`src/rtl/regfile_scoreboard.sv`:
```
// Register file with r0 hardwired to zero, two write-first registered read ports
// and a per-register busy scoreboard. Optional macro: REGFILE_DEBUG_TAP_EN (dbg_regs snapshot).
module regfile_scoreboard #(
  parameter int DATA_W = 8,
  parameter int ADDR_W = 3
) (
  input  logic                  clock_reg,
  input  logic                  reset,
  input  logic                  write_enable,
  input  logic [ADDR_W-1:0]     write_address,
  input  logic [DATA_W-1:0]     write_data,
  input  logic                  mark_enable,
  input  logic [ADDR_W-1:0]     mark_address,
  input  logic [ADDR_W-1:0]     read_address1,
  input  logic [ADDR_W-1:0]     read_address2,
  output logic [DATA_W-1:0]     read_data1,
  output logic [DATA_W-1:0]     read_data2,
  output logic                  read_busy1,
  output logic                  read_busy2,
  output logic [2**ADDR_W-1:0]  busy_vec
`ifdef REGFILE_DEBUG_TAP_EN
  ,
  output logic [DATA_W*(2**ADDR_W)-1:0] dbg_regs
`endif
);

  localparam int DEPTH = 2**ADDR_W;

  logic [DATA_W-1:0] regs_q [DEPTH];
  logic [DATA_W-1:0] regs_d [DEPTH];
  logic [DEPTH-1:0]  busy_q;
  logic [DEPTH-1:0]  busy_d;
  logic [DATA_W-1:0] read_data1_q, read_data1_d;
  logic [DATA_W-1:0] read_data2_q, read_data2_d;
  logic              read_busy1_q, read_busy1_d;
  logic              read_busy2_q, read_busy2_d;

  // Next-state register contents and scoreboard; reads see the post-write state.
  always_comb begin
    regs_d[0] = {DATA_W{1'b0}};
    busy_d[0] = 1'b0;
    for (int i = 1; i < DEPTH; i++) begin
      if (write_enable && (write_address == ADDR_W'(i))) begin
        regs_d[i] = write_data;
      end else begin
        regs_d[i] = regs_q[i];
      end
      // A mark in the same cycle as the clearing write means a new producer issued.
      if (mark_enable && (mark_address == ADDR_W'(i))) begin
        busy_d[i] = 1'b1;
      end else if (write_enable && (write_address == ADDR_W'(i))) begin
        busy_d[i] = 1'b0;
      end else begin
        busy_d[i] = busy_q[i];
      end
    end
    read_data1_d = regs_d[read_address1];
    read_data2_d = regs_d[read_address2];
    read_busy1_d = busy_d[read_address1];
    read_busy2_d = busy_d[read_address2];
  end

  // State and output registers with synchronous reset.
  always_ff @(posedge clock_reg) begin
    if (reset) begin
      for (int i = 0; i < DEPTH; i++) begin
        regs_q[i] <= {DATA_W{1'b0}};
      end
      busy_q       <= {DEPTH{1'b0}};
      read_data1_q <= {DATA_W{1'b0}};
      read_data2_q <= {DATA_W{1'b0}};
      read_busy1_q <= 1'b0;
      read_busy2_q <= 1'b0;
    end else begin
      for (int i = 0; i < DEPTH; i++) begin
        regs_q[i] <= regs_d[i];
      end
      busy_q       <= busy_d;
      read_data1_q <= read_data1_d;
      read_data2_q <= read_data2_d;
      read_busy1_q <= read_busy1_d;
      read_busy2_q <= read_busy2_d;
    end
  end

  assign read_data1 = read_data1_q;
  assign read_data2 = read_data2_q;
  assign read_busy1 = read_busy1_q;
  assign read_busy2 = read_busy2_q;
  assign busy_vec   = busy_q;

`ifdef REGFILE_DEBUG_TAP_EN
  logic [DATA_W*DEPTH-1:0] dbg_regs_q;
  logic [DATA_W*DEPTH-1:0] dbg_regs_d;

  // Flatten the post-write register contents into the snapshot bus.
  always_comb begin
    dbg_regs_d = {(DATA_W*DEPTH){1'b0}};
    for (int i = 0; i < DEPTH; i++) begin
      dbg_regs_d[i*DATA_W +: DATA_W] = regs_d[i];
    end
  end

  // Snapshot register.
  always_ff @(posedge clock_reg) begin
    if (reset) begin
      dbg_regs_q <= {(DATA_W*DEPTH){1'b0}};
    end else begin
      dbg_regs_q <= dbg_regs_d;
    end
  end

  assign dbg_regs = dbg_regs_q;
`endif

endmodule

```
`config.mk`:
```
export PLATFORM = sky130hd
export DESIGN_NAME = regfile_scoreboard
export DESIGN_NICKNAME = d
export VERILOG_FILES = /design/src/rtl/regfile_scoreboard.sv
export SDC_FILE = /design/constraint.sdc
export NUM_CORES = 1
export LEC_CHECK = 0
export BUFFER_PORTS_ARGS = -buffer_cell sky130_fd_sc_hd__buf_2
export CAP_MARGIN = 20
export CORE_UTILIZATION = 55
export CTS_BUF_LIST = sky130_fd_sc_hd__clkbuf_8
export CTS_CLUSTER_SIZE = 28
export DETAILED_ROUTE_END_ITERATION = 10
export PLACE_DENSITY = 0.79
export SYNTH_ARGS = -nofsm -noshare
export SYNTH_HDL_FRONTEND = slang
export SYNTH_SLANG_ARGS = --single-unit
```
`constraint.sdc`:
```
create_clock -name clock_reg -period 2.9 [get_ports clock_reg]
set_clock_uncertainty 0.2 [all_clocks]
set_input_delay 0.29 -clock clock_reg [delete_from_list [all_inputs] [get_ports clock_reg]]
set_output_delay 0.29 -clock clock_reg [all_outputs]
set_load 0.01 [all_outputs]
```
# == Yosys cells after proc, flatten, opt, wreduce, memory -nomap -nowiden ==
# Memory sizes are Yosys's and may differ from the RTL's.
# Cells that the tools add are included.
# totals
reg_bits,26
ram_bits,64
input_bits,24
out_inout_bits,26
wordCells,91
n_memories,1
# op_classes
order_cmp,4
n_eq_ne,14
n_mux,42
bitwise_logic,10
reduce_logical,14
# memory_table
memory,words,word_bits,rd,rd_ports_with_merged_regs,wr,line_no,rtl
regs_q,8,8,7,0,8,29,logic [DATA_W-1:0] regs_q [DEPTH];
# ops
cell,n
2-to-1 mux 8 bit,19
binary-select mux 8 bit (select 3 bit),2
"== test 3 bit, second input constant",8
2-to-1 mux 1 bit,19
logical AND 1 bit,14
"== test 3 x 2 -> 1 bit, second input constant",4
">= comparator 4 bit, second input constant",2
"< comparator 3 x 4 -> 1 bit, second input constant",2
inverter 3 -> 4 bit,2
bitwise OR 1 bit,8
binary-select mux 1 bit (select 3 bit),2
"== test 3 x 1 -> 1 bit, second input constant",2

# == Logic depth before layout (Yosys ltp) ==
# Gate-level depths: netlist of run 1.
# depth
ltp_word,6
depth_mapped,7
ltp_nobuf,5

# == Worst setup path after synthesis of run 1 ==
# OpenSTA, ideal clock, no wires.
# synth_timing
kind,input to register
start,input write_address[1]
end,register read_busy1_q (netlist: read_busy1)
setup_ps,122
arrival_ps,1372
t_required_ps,2578
setup_slack_ps,1206
stages,7
path_buffers,2
path_cell_list,buf_6 -> and4bb_1 -> buf_4 -> inv_2 -> a21oi_2 -> o31ai_1 -> o32a_1
# synth_between
elab_chain_cells,6
# synth_rtl
item,line_no,rtl
start: declaration,10,"input logic [ADDR_W-1:0] write_address,"
"== test 3 x 1 -> 1 bit, or another cell as far along",51,end else if (write_enable && (write_address == ADDR_W'(i))) begin
logical AND 1 bit,51,
2-to-1 mux 1 bit,51,
2-to-1 mux 1 bit,49,if (mark_enable && (mark_address == ADDR_W'(i))) begin
binary-select mux 1 bit (select 3 bit) (*),59,read_busy1_d = busy_d[read_address1];
2-to-1 mux 1 bit (implied by the code) (*),59,
end signal: assignment,81,read_busy1_q <= read_busy1_d;
end: declaration,35,"logic read_busy1_q, read_busy1_d;"
# Mark *: on every way between the ends. The rest lies on a longest branch, timed or not. The select of a mux whose other input is x is not followed.
# A chain may end at the register's enable or synchronous reset.

# == Worst setup path after layout of run 1 ==
# layout_timing
start,input write_address[1]
end,register read_data2_q[4] (netlist: read_data2[4])
# layout_between
elab_chain_cells,6
# layout_rtl
item,line_no,rtl
"== test 3 bit, or another cell as far along",43,if (write_enable && (write_address == ADDR_W'(i))) begin
logical AND 1 bit,43,
2-to-1 mux 8 bit,43,
binary-select mux 8 bit (select 3 bit) (*),58,read_data2_d = regs_d[read_address2];
2-to-1 mux 8 bit (implied by the code) (*) (2 in a row),58,
end signal: assignment,71,read_data2_q <= {DATA_W{1'b0}};
end signal: assignment,80,read_data2_q <= read_data2_d;
end: declaration,34,"logic [DATA_W-1:0] read_data2_q, read_data2_d;"
# Marked as above.

==> out/metrics.csv, run 1 <==
stage,metric,value,unit
drt,vias_per_cell,6.30,
finish,final_cell_mix,"dfxtp_1 (81), nor2_1 (74), mux2i_1 (72), o21ai_0 (57), buf_2 (48)",
pwr,p_int,1.78,mW
setup_path,crit_fanout,9,
floorplan,rows,32,
global_route,grt_max_degree,51,
pwr,peakVddDrop,0.296,mV
global_route,gr-usage-met3,5.11,%
sta,finalHoldViolCount,0,
global_route,grt_pass1_vias,3962,
floorplan,design.core.area,7690,sq um
yosys,syn_area,4360,sq um
cts,cts_resized,0,
setup_path,crit_path_end_kind,flop,
setup_path,arrival,1860,ps
global_route,antenna_found_initial,0,
drt,wire_per_inst,18.0,microns
yosys,yosys_register_bits,81,
global_route,use_met2,49.7,%
drt,drt_iter0_markers,381,
cts,cts-root-buf,clkbuf_8,
setup_path,cp.required,2950,ps
global_route,grt-busiest-layer,met2,
floorplan,die-area,8290,sq um
sta,setup_viol,0,
finish,fillCellCount,695,
cts,post-cts-setup-buffers,0,
yosys,ys_seq_area_share,37.2,%
sta,worst_pin_slew,754,ps
pwr,pwr_density_cell,517,nW/um^2
yosys,ys_async_sr_fraction,0,%
placed_design,gp_congestion,0.948,
finish,utilization,62.6,%
cts,clockBufferDepth,2,
yosys,synth_flop_cell,dfxtp_1,
global_route,grt_use_met1,35.4,%
sta,min_period,1810,ps
drt,drt-pass1-iter-count,6,
sta,fin_tns_setup,0,ps
yosys,yosys_warnings,0,
pwr,p_comb_share,14.6,%
placed_design,io_buffers,48,
finish,drive_gt1_share,14.7,%
sta,rsz0062_at_grt,no,
finish,num_antenna_cells,0,
global_route,grt_usage,29.5,%
sta,min_period_over_period,62.5,%
cts,cts.clk_slew.worst_paths,90,ps
drt,wl,12000,microns
yosys,syn_nets,563,
floorplan,initial_core_util,56.8,%
sta,drv_slew,0,
placed_design,dpl.hpwl,7980,microns
drt,ant_nets,0,
min_path,hp-class,input port to flop,
setup_path,startpoint_type,input port,
cts,cts_hold_buf,0,
pwr,p_leak,2.02,nW
cts,htreeDepth,3,
placed_design,place_inst,649,
finish,stdcell_count,665,
cts,clock_latency,370,ps
drt,drc_errors,0,
cts,cts_buffers,9,
yosys,netlist_instances,539,
sta,max_freq,0.552,GHz
cts,cts.sink_count,81,
floorplan,die_h,91.1,microns
pwr,switching_share,28.5,%
pwr,pwr-share-clk,38.7,%
finish,area_delta_synth_final,10.3,%
yosys,avgSynthCellArea,8.10,sq um
global_route,overflow,0,
yosys,synth_edf_count,0,
pwr,p_sw,0.709,mW
finish,final_common_cell,dfxtp_1,
sta,relSlewSlack,49.6,%
cts,cts_tree,done,
pwr,pwr-share-seq,46.8,%
finish,nets,582,
drt,vias,4189,
global_route,grt_pass1_wl,19200,microns
floorplan,num_io_pins,50,
run_status,status,finished clean,
floorplan,dieWidth,91.1,microns
flow_run,maxCapViolCount,0,
setup_path,crit_type,input port to flop,
sta,hold_ws,60.3,ps
yosys,synth.distinct_cells,47,
-- final timing paths --
check | from | end | slack (ps) | depth (start not counted)
min | write_data[2] | regs_q[0][10]$_SDFF_PP0_ | 60 | 3
max reg2reg | regs_q[0][31]$_SDFF_PP0_ | read_data2[7]$_SDFF_PP0_ | 1430 | 5
min reg2reg | regs_q[0][30]$_SDFF_PP0_ | regs_q[0][30]$_SDFF_PP0_ | 280 | 2
max | write_address[1] | read_data2[4]$_SDFF_PP0_ | 1090 | 6
-- registers in the layout, summed over array words and instances (netlist names) --
name,flops
busy_vec,7
read_data2,8
read_busy1,1
read_busy2,1
regs_q,56
read_data1,8
-- Yosys cell counts (all sizes together) (2+ instances only) --
master  number  area, sq um
a21oi       38          209
a31oi        8         50.1
and4b        2         20.0
and4bb       2         25.0
buf         19          113
clkbuf      33          124
dfxtp       81         1620
inv          4         15.0
mux2i       72          721
nand2       39          146
nand2b      16          100
nand3        2         10.0
nand4b       2         17.5
nor2        74          278
nor2b        9         56.3
nor3        16         80.1
nor3b        9         67.6
nor4bb       2         20.0
o21a         2         15.0
o21ai       58          290
o22ai       16          100
o311ai      10         87.6
o31ai        2         15.0
o32a         2         20.0
o32ai        8         70.1
or2          2         12.5
-- worst max-delay path: stages --
cell and delay (ps):
buf_2 130, and4bb_1 720, mux2i_1 370, mux2i_1 130, o22ai_1 140, nor2_1 60
-- final cells by class --
cell class	count	area (sq um)	share of cell area, %
inverters	4	15.0	0.312
multi-input cells	402	2490	51.7
flip-flops and latches	81	1620	33.7
clock inverters	7	106	2.21
repair buffers	60	330	6.86
clock buffers	9	124	2.57
well taps	102	128	2.65
-- metrics by stage --
step	area, sq um	total power [mW]	setup slack, ps
2_1_floorplan	4360	1.43	1210
6_report	4820	2.49	1090
5_1_grt	4820	2.58	1030
3_3_place_gp	4590	1.53	806
4_1_cts	4820	2.50	1150
3_5_place_dp	4590	1.54	774
-- layer usage --
metal | vias up | wire length (microns)
met4 | 0 | 476
met1 | 1998 | 5020
met2 | 202 | 5710
met5 | - | 0
met3 | 38 | 757
li1 | 1951 | -
-- kinds of logic after synthesis --
| kind of cell | count (synthesis) | share of synthesized area, % |
|---|---|---|
| simple gates | 183 | 20.5 |
| compound gates | 146 | 20.0 |
| flops | 81 | 37.2 |
| mux | 72 | 16.5 |
| buf+inv | 56 | 5.76 |
| other cells | 1 | 0.0859 |
-- power groups by stage --
stage	sequential, mW	combinational (mW)	clock, mW
2_1_floorplan	1.20	0.237	0
3_3_place_gp	1.19	0.342	0
6_report	1.16	0.362	0.962
5_1_grt	1.17	0.392	1.02
3_5_place_dp	1.19	0.354	0
4_1_cts	1.16	0.356	0.978
(Power assumes the default switching activity.)
==> inputs of run 2 (changes only) <==
PLACE_DENSITY = 0.82   (was 0.79)
clock period = 1.6 ns   (was 2.9 ns; I/O delays follow)
==> out/metrics.csv, run 2 (synthesis results as in run 1) <==
stage,metric,value,unit,change
run_status,status,finished clean,,
global_route,grt_pass1_vias,4392,,+11%
placed_design,place_inst,711,,+9.6%
floorplan,num_io_pins,50,,unchanged
finish,stdcell_count,738,,+11%
cts,cts.clk_slew.worst_paths,80,ps,about the same
flow_run,maxCapViolCount,0,,unchanged
finish,final_common_cell,dfxtp_1,,
drt,wl,13200,microns,+10%
placed_design,io_buffers,48,,unchanged
cts,cts.sink_count,81,,unchanged
floorplan,initial_core_util,56.8,%,unchanged
finish,largest_reg_flops,56,,unchanged
setup_path,cp.required,1650,ps,-1300 ps
setup_path,r2r_slack,170,ps,-1260 ps
cts,cts_buffers,9,,unchanged
setup_path,crit_type,input port to flop,,
cts,post-cts-setup-buffers,0,,unchanged
floorplan,design.core.area,7690,sq um,unchanged
finish,regMostFlops,regs_q,,
setup_path,startpoint_type,input port,,
sta,setup_viol,0,,unchanged
min_path,min_to,busy_vec[1]$_SDFF_PP0_,,
placed_design,gp_congestion,0.874,,-7.8%
finish,area_delta_synth_final,25.9,%,
drt,vias,4519,,+7.9%
global_route,antenna_found_initial,0,,unchanged
setup_path,r2r-start,busy_vec[5]$_SDFF_PP0_,,
finish,nets,655,,+13%
floorplan,die-area,8290,sq um,unchanged
drt,drc_errors,0,,unchanged
global_route,grt_max_degree,43,,-16%
drt,ant_nets,0,,unchanged
setup_path,r2r_end,read_busy2$_SDFF_PP0_,,
placed_design,dpl.hpwl,9130,microns,+14%
drt,vias_per_cell,6.12,,-2.8%
cts,htreeDepth,3,,unchanged
sta,min_period,1550,ps,
pwr,p_leak,2.36,nW,+17%
drt,wl_met3,772,microns,+2.0%
min_path,hold_depth,4,,+1
drt,drt-pass1-iter-count,5,,-1
sta,max_freq,0.647,GHz,
finish,num_antenna_cells,0,,unchanged
setup_path,rr_worst_depth,4,,-1
setup_path,crit_path_end_kind,flop,,
floorplan,rows,32,,unchanged
floorplan,dieWidth,91.1,microns,unchanged
pwr,power,4.52,mW,+81%
drt,wire_per_inst,17.8,microns,-0.85%
cts,clockBufferDepth,2,,unchanged
setup_path,arrival,1600,ps,-260 ps
finish,final_cell_mix,"dfxtp_1 (81), nor2_1 (74), mux2i_1 (69), buf_4 (67), o21ai_0 (56)",,
finish,drive_gt1_share,23.6,%,+8.8 points
sta,rsz0062_at_grt,yes,,
min_path,hp-start,mark_address[1],,
setup_path,crit_fanout,11,,+2
cts,clock_latency,370,ps,about the same
drt,m1WireLength,5180,microns,+3.2%
drt,wl_met2,6560,microns,+15%
cts,cts_tree,done,,
sta,finalHoldViolCount,0,,unchanged
pwr,pwr_density_cell,822,nW/um^2,+59%
sta,hold_ws,42.1,ps,-18.2 ps
drt,routed.top_layer,met4,,
min_path,hp-class,input port to flop,,
sta,drv_slew,0,,unchanged
floorplan,die_h,91.1,microns,unchanged
pwr,peakVddDrop,0.491,mV,+66%
drt,drt_iter0_markers,401,,+5.2%
cts,cts-root-buf,clkbuf_8,,
sta,min_period_over_period,96.6,%,
global_route,grt_pass1_wl,21200,microns,+10%
global_route,overflow,0,,unchanged
global_route,grt_usage,32.5,%,+2.9 points
-- run 2: what timing repair did --
| item | CTS | global route |
|---|---|---|
| gates resized for setup | 0 | 11 |
| setup endpoints to repair | 0 | 8 |
| hold endpoints to repair | 18 | 0 |
| hold buffers | 11 | 0 |
-- run 2: how the worst max path moves through the flow --
stage,startpoint,to,slack (ps),cells past startpoint
2_1_floorplan,write_address[1],read_busy1$_SDFF_PP0_,40,7
3_3_place_gp,write_address[2],read_data2[2]$_SDFF_PP0_,-230,7
3_5_place_dp,write_address[2],read_data1[5]$_SDFF_PP0_,-250,7
4_1_cts,write_data[6],read_data1[6]$_SDFF_PP0_,40,6
5_1_grt,write_data[0],read_data2[0]$_SDFF_PP0_,-50,6
6_report,write_data[6],read_data2[6]$_SDFF_PP0_,50,6
-- run 2: cell type report --
cell class / count / area [sq um]
Timing Repair Buffer: 133 / 996
Clock buffer: 10 / 138
Sequential cell: 81 / 1620
Tap cell: 102 / 128
Clock inverter: 6 / 73.8
Fill cell: 603 / 2190
Multi-Input combinational cell: 402 / 2520
Inverter: 4 / 15.0
-- run 2: per-layer routing --
metal / global-route usage [%] / vias to the layer above
met5: 0 / -
met4: 20.5 / 0
met3: 4.36 / 61
met2: 56.9 / 224
met1: 37.2 / 2136
li1: - / 2098
-- run 2: per-stage QoR --
step	cell area (sq um)	setup TNS, ps	util [%]	setup WS [ps]
6_report	5500	0	71.5	54.9
2_1_floorplan	4360	0	-	36.3
3_5_place_dp	5140	-3230	66.8	-252
4_1_cts	5460	0	71.0	37.4
5_1_grt	5500	-95.7	71.5	-48.2
3_3_place_gp	5140	-2430	66.8	-231
-- run 2: critical path, cell delays in order --
cell           delay (ps)
dlygate4sd3_1         530
clkbuf_4              220
mux2i_4               200
mux2i_1               150
o22ai_1               250
nor2_1                 80
-- run 2: report_power, final --
| part | total (mW) | leakage, nW | switching (mW) | internal, mW |
|---|---|---|---|---|
| sequential | 2.11 | 0.659 | 0.0316 | 2.08 |
| combinational | 0.805 | 1.59 | 0.463 | 0.342 |
| clock | 1.60 | 0.107 | 0.816 | 0.783 |
| total | 4.52 | 2.36 | 1.31 | 3.21 |
==> inputs of run 3 (changes only) <==
--- a/config.mk
+++ b/config.mk
@@ -6,5 +6,4 @@
 export NUM_CORES = 1
 export LEC_CHECK = 0
-export BUFFER_PORTS_ARGS = -buffer_cell sky130_fd_sc_hd__buf_2
 export CAP_MARGIN = 20
 export CORE_UTILIZATION = 55
@@ -12,5 +11,6 @@
 export CTS_CLUSTER_SIZE = 28
 export DETAILED_ROUTE_END_ITERATION = 10
-export PLACE_DENSITY = 0.82
+export DONT_BUFFER_PORTS = 1
+export PLACE_DENSITY = 0.76
 export SYNTH_ARGS = -nofsm -noshare
 export SYNTH_HDL_FRONTEND = slang
==> constraint.sdc (replaced) <==
create_clock -name clock_reg -period 1.6 [get_ports clock_reg]
set_clock_uncertainty 0.2 [all_clocks]
set_input_delay 0.32 -clock clock_reg [delete_from_list [all_inputs] [get_ports clock_reg]]
set_output_delay 0.32 -clock clock_reg [all_outputs]
set_load 0.01 [all_outputs]
==> out/metrics.csv, run 3 (synthesis results as in run 1) <==
stage,metric,value,unit,change
finish,area.sequential,1620,sq um,unchanged
finish,largest_reg_flops,56,,unchanged
sta,fin_tns_setup,0,ps,unchanged
global_route,grt_pass1_vias,4222,,-3.9%
flow_run,maxCapViolCount,0,,unchanged
setup_path,startpoint,write_enable,,
finish,fin_area,5040,sq um,-8.4%
finish,final_cell_mix,"dfxtp_1 (81), nor2_1 (74), mux2i_1 (69), o21ai_0 (57), buf_4 (50)",,
drt,vias_per_cell,6.27,,+2.5%
placed_design,place_area,4710,sq um,-8.3%
drt,ant_nets,0,,unchanged
pwr,p_leak,2.03,nW,-14%
sta,setup_viol,0,,unchanged
cts,post-cts-setup-buffers,0,,unchanged
setup_path,crit_type,input port to flop,,
setup_path,crit_path_end_kind,flop,,
setup_path,crit_path_top_delay_cell,dlygate4sd3_1,,
setup_path,cp.required,1660,ps,about the same
cts,cts.clk_slew.worst_paths,90,ps,about the same
cts,htreeDepth,3,,unchanged
cts,clockBufferDepth,2,,unchanged
sta,min_period_over_period,97.9,%,+1.3 points
sta,drv_slew,0,,unchanged
sta,hold_ws,-170,ps,-213 ps
global_route,overflow,0,,unchanged
drt,drt-pass1-iter-count,7,,+2
floorplan,dieWidth,91.1,microns,unchanged
pwr,pwr_density_cell,816,nW/um^2,-0.73%
placed_design,io_buffers,0,,-100%
setup_path,r2r_slack,60,ps,-110 ps
setup_path,startpoint_type,input port,,
finish,regMostFlops,regs_q,,
sta,min_period,1570,ps,+21.6 ps
placed_design,dpl.hpwl,8300,microns,-9.0%
setup_path,arrival,1620,ps,+20 ps
finish,stdcell_count,670,,-9.2%
cts,cts_buffers,9,,unchanged
setup_path,slowest_delay,560,ps,+30 ps
pwr,power,4.11,mW,-9.0%
cts,cts_hold_buf,11,,unchanged
floorplan,initial_core_util,56.8,%,unchanged
run_status,violations,negative hold slack,,
floorplan,num_io_pins,50,,unchanged
floorplan,rows,32,,unchanged
finish,area_delta_synth_final,15.4,%,
min_path,hp-class,input port to flop,,
drt,wl,12800,microns,-3.0%
finish,nets,587,,-10%
cts,cts-root-buf,clkbuf_8,,
run_status,status,finished with violations,,
global_route,grt_pass1_wl,20300,microns,-4.5%
cts,cts.sink_count,81,,unchanged
placed_design,gp_congestion,0.948,,+8.5%
drt,drc_errors,0,,unchanged
finish,num_antenna_cells,0,,unchanged
global_route,antenna_found_initial,0,,unchanged
setup_path,crit_fanout,11,,unchanged
floorplan,design.core.area,7690,sq um,unchanged
sta,setup_slack,33.3,ps,-21.6 ps
cts,cts_tree,done,,
finish,fillCellCount,651,,+8.0%
drt,vias,4204,,-7.0%
global_route,grt_usage,30.9,%,-1.6 points
drt,wire_per_inst,19.1,microns,+6.8%
sta,max_freq,0.638,GHz,-1.4%
finish,drive_gt1_share,14.4,%,-9.1 points
min_path,hp-start,reset,,
placed_design,place_ws,-302,ps,-50.2 ps
finish,final_common_cell,dfxtp_1,,
sta,finalHoldViolCount,54,,+54
drt,drt_iter0_markers,289,,-28%
cts,clock_latency,360,ps,about the same
finish,utilization,65.5,%,-6.0 points
finish,multi_input_area,2520,sq um,-0.15%
floorplan,die-area,8290,sq um,unchanged
floorplan,die_h,91.1,microns,unchanged
placed_design,place_inst,643,,-9.6%
pwr,peakVddDrop,0.518,mV,+5.6%
setup_path,r2r-start,busy_vec[6]$_SDFF_PP0_,,
setup_path,worstPathCellList,nand4_1 > buf_12 > mux2i_1 > nor2_1 > dlygate4sd3_1,,
global_route,grt_max_degree,71,,+65%
-- run 3: changes by cell type in the layout (fill, tap and decap cells not counted), moves of 2 or more --
cell / previous run / this run
nand2b_2: 2 / 0
clkinvlp_4: 0 / 3
o311ai_0: 7 / 9
buf_12: 7 / 4
nand2b_1: 14 / 16
buf_4: 67 / 50
o311ai_1: 3 / 1
buf_2: 47 / 0
clkinv_4: 3 / 0
-- run 3: final timing paths --
check,to,cells after the start
worst max-delay path,regs_q[0][62]$_SDFF_PP0_,5
worst max register to register,busy_vec[6]$_SDFF_PP0_,4
worst min-delay path,regs_q[0][40]$_SDFF_PP0_,1
worst min register to register,regs_q[0][31]$_SDFF_PP0_,2
-- run 3: area by class of cell --
type | instances | share of cell area, %
Tap cell | 102 | 2.53
Clock buffer | 10 | 2.73
Multi-Input combinational cell | 402 | 50.0
Inverter | 4 | 0.298
Clock inverter | 6 | 0.969
Sequential cell | 81 | 32.2
Timing Repair Buffer | 65 | 11.2
-- run 3: what timing repair did --
action / 4_1_cts / 5_1_grt
endpoints found under the setup margin: 0 / 2
hold endpoints to repair: 65 / 54
gates resized for setup: 0 / 5
-- run 3: routing by layer --
metal  track usage, %  routed length (microns)  vias to the layer above
met5                0                        0                        -
met4             16.9                      624                        0
met3             6.70                     1010                       55
met2             53.8                     6330                      219
met1             35.1                     4810                     1968
li1                 -                        -                     1962
-- run 3: report_power, final --
group,leakage (nW),internal (mW),switching (mW)
Combinational,1.29,0.255,0.273
Sequential,0.659,2.08,0.0562
Clock,0.0859,0.622,0.820
Total,2.03,2.96,1.15
-- run 3: critical path, delay by kind of cell --
| family | cells | cell delay, ps |
|---|---|---|
| muxes | 1 | 350 |
| buffers and inverters | 2 | 740 |
| and+or+nand+nor | 2 | 200 |
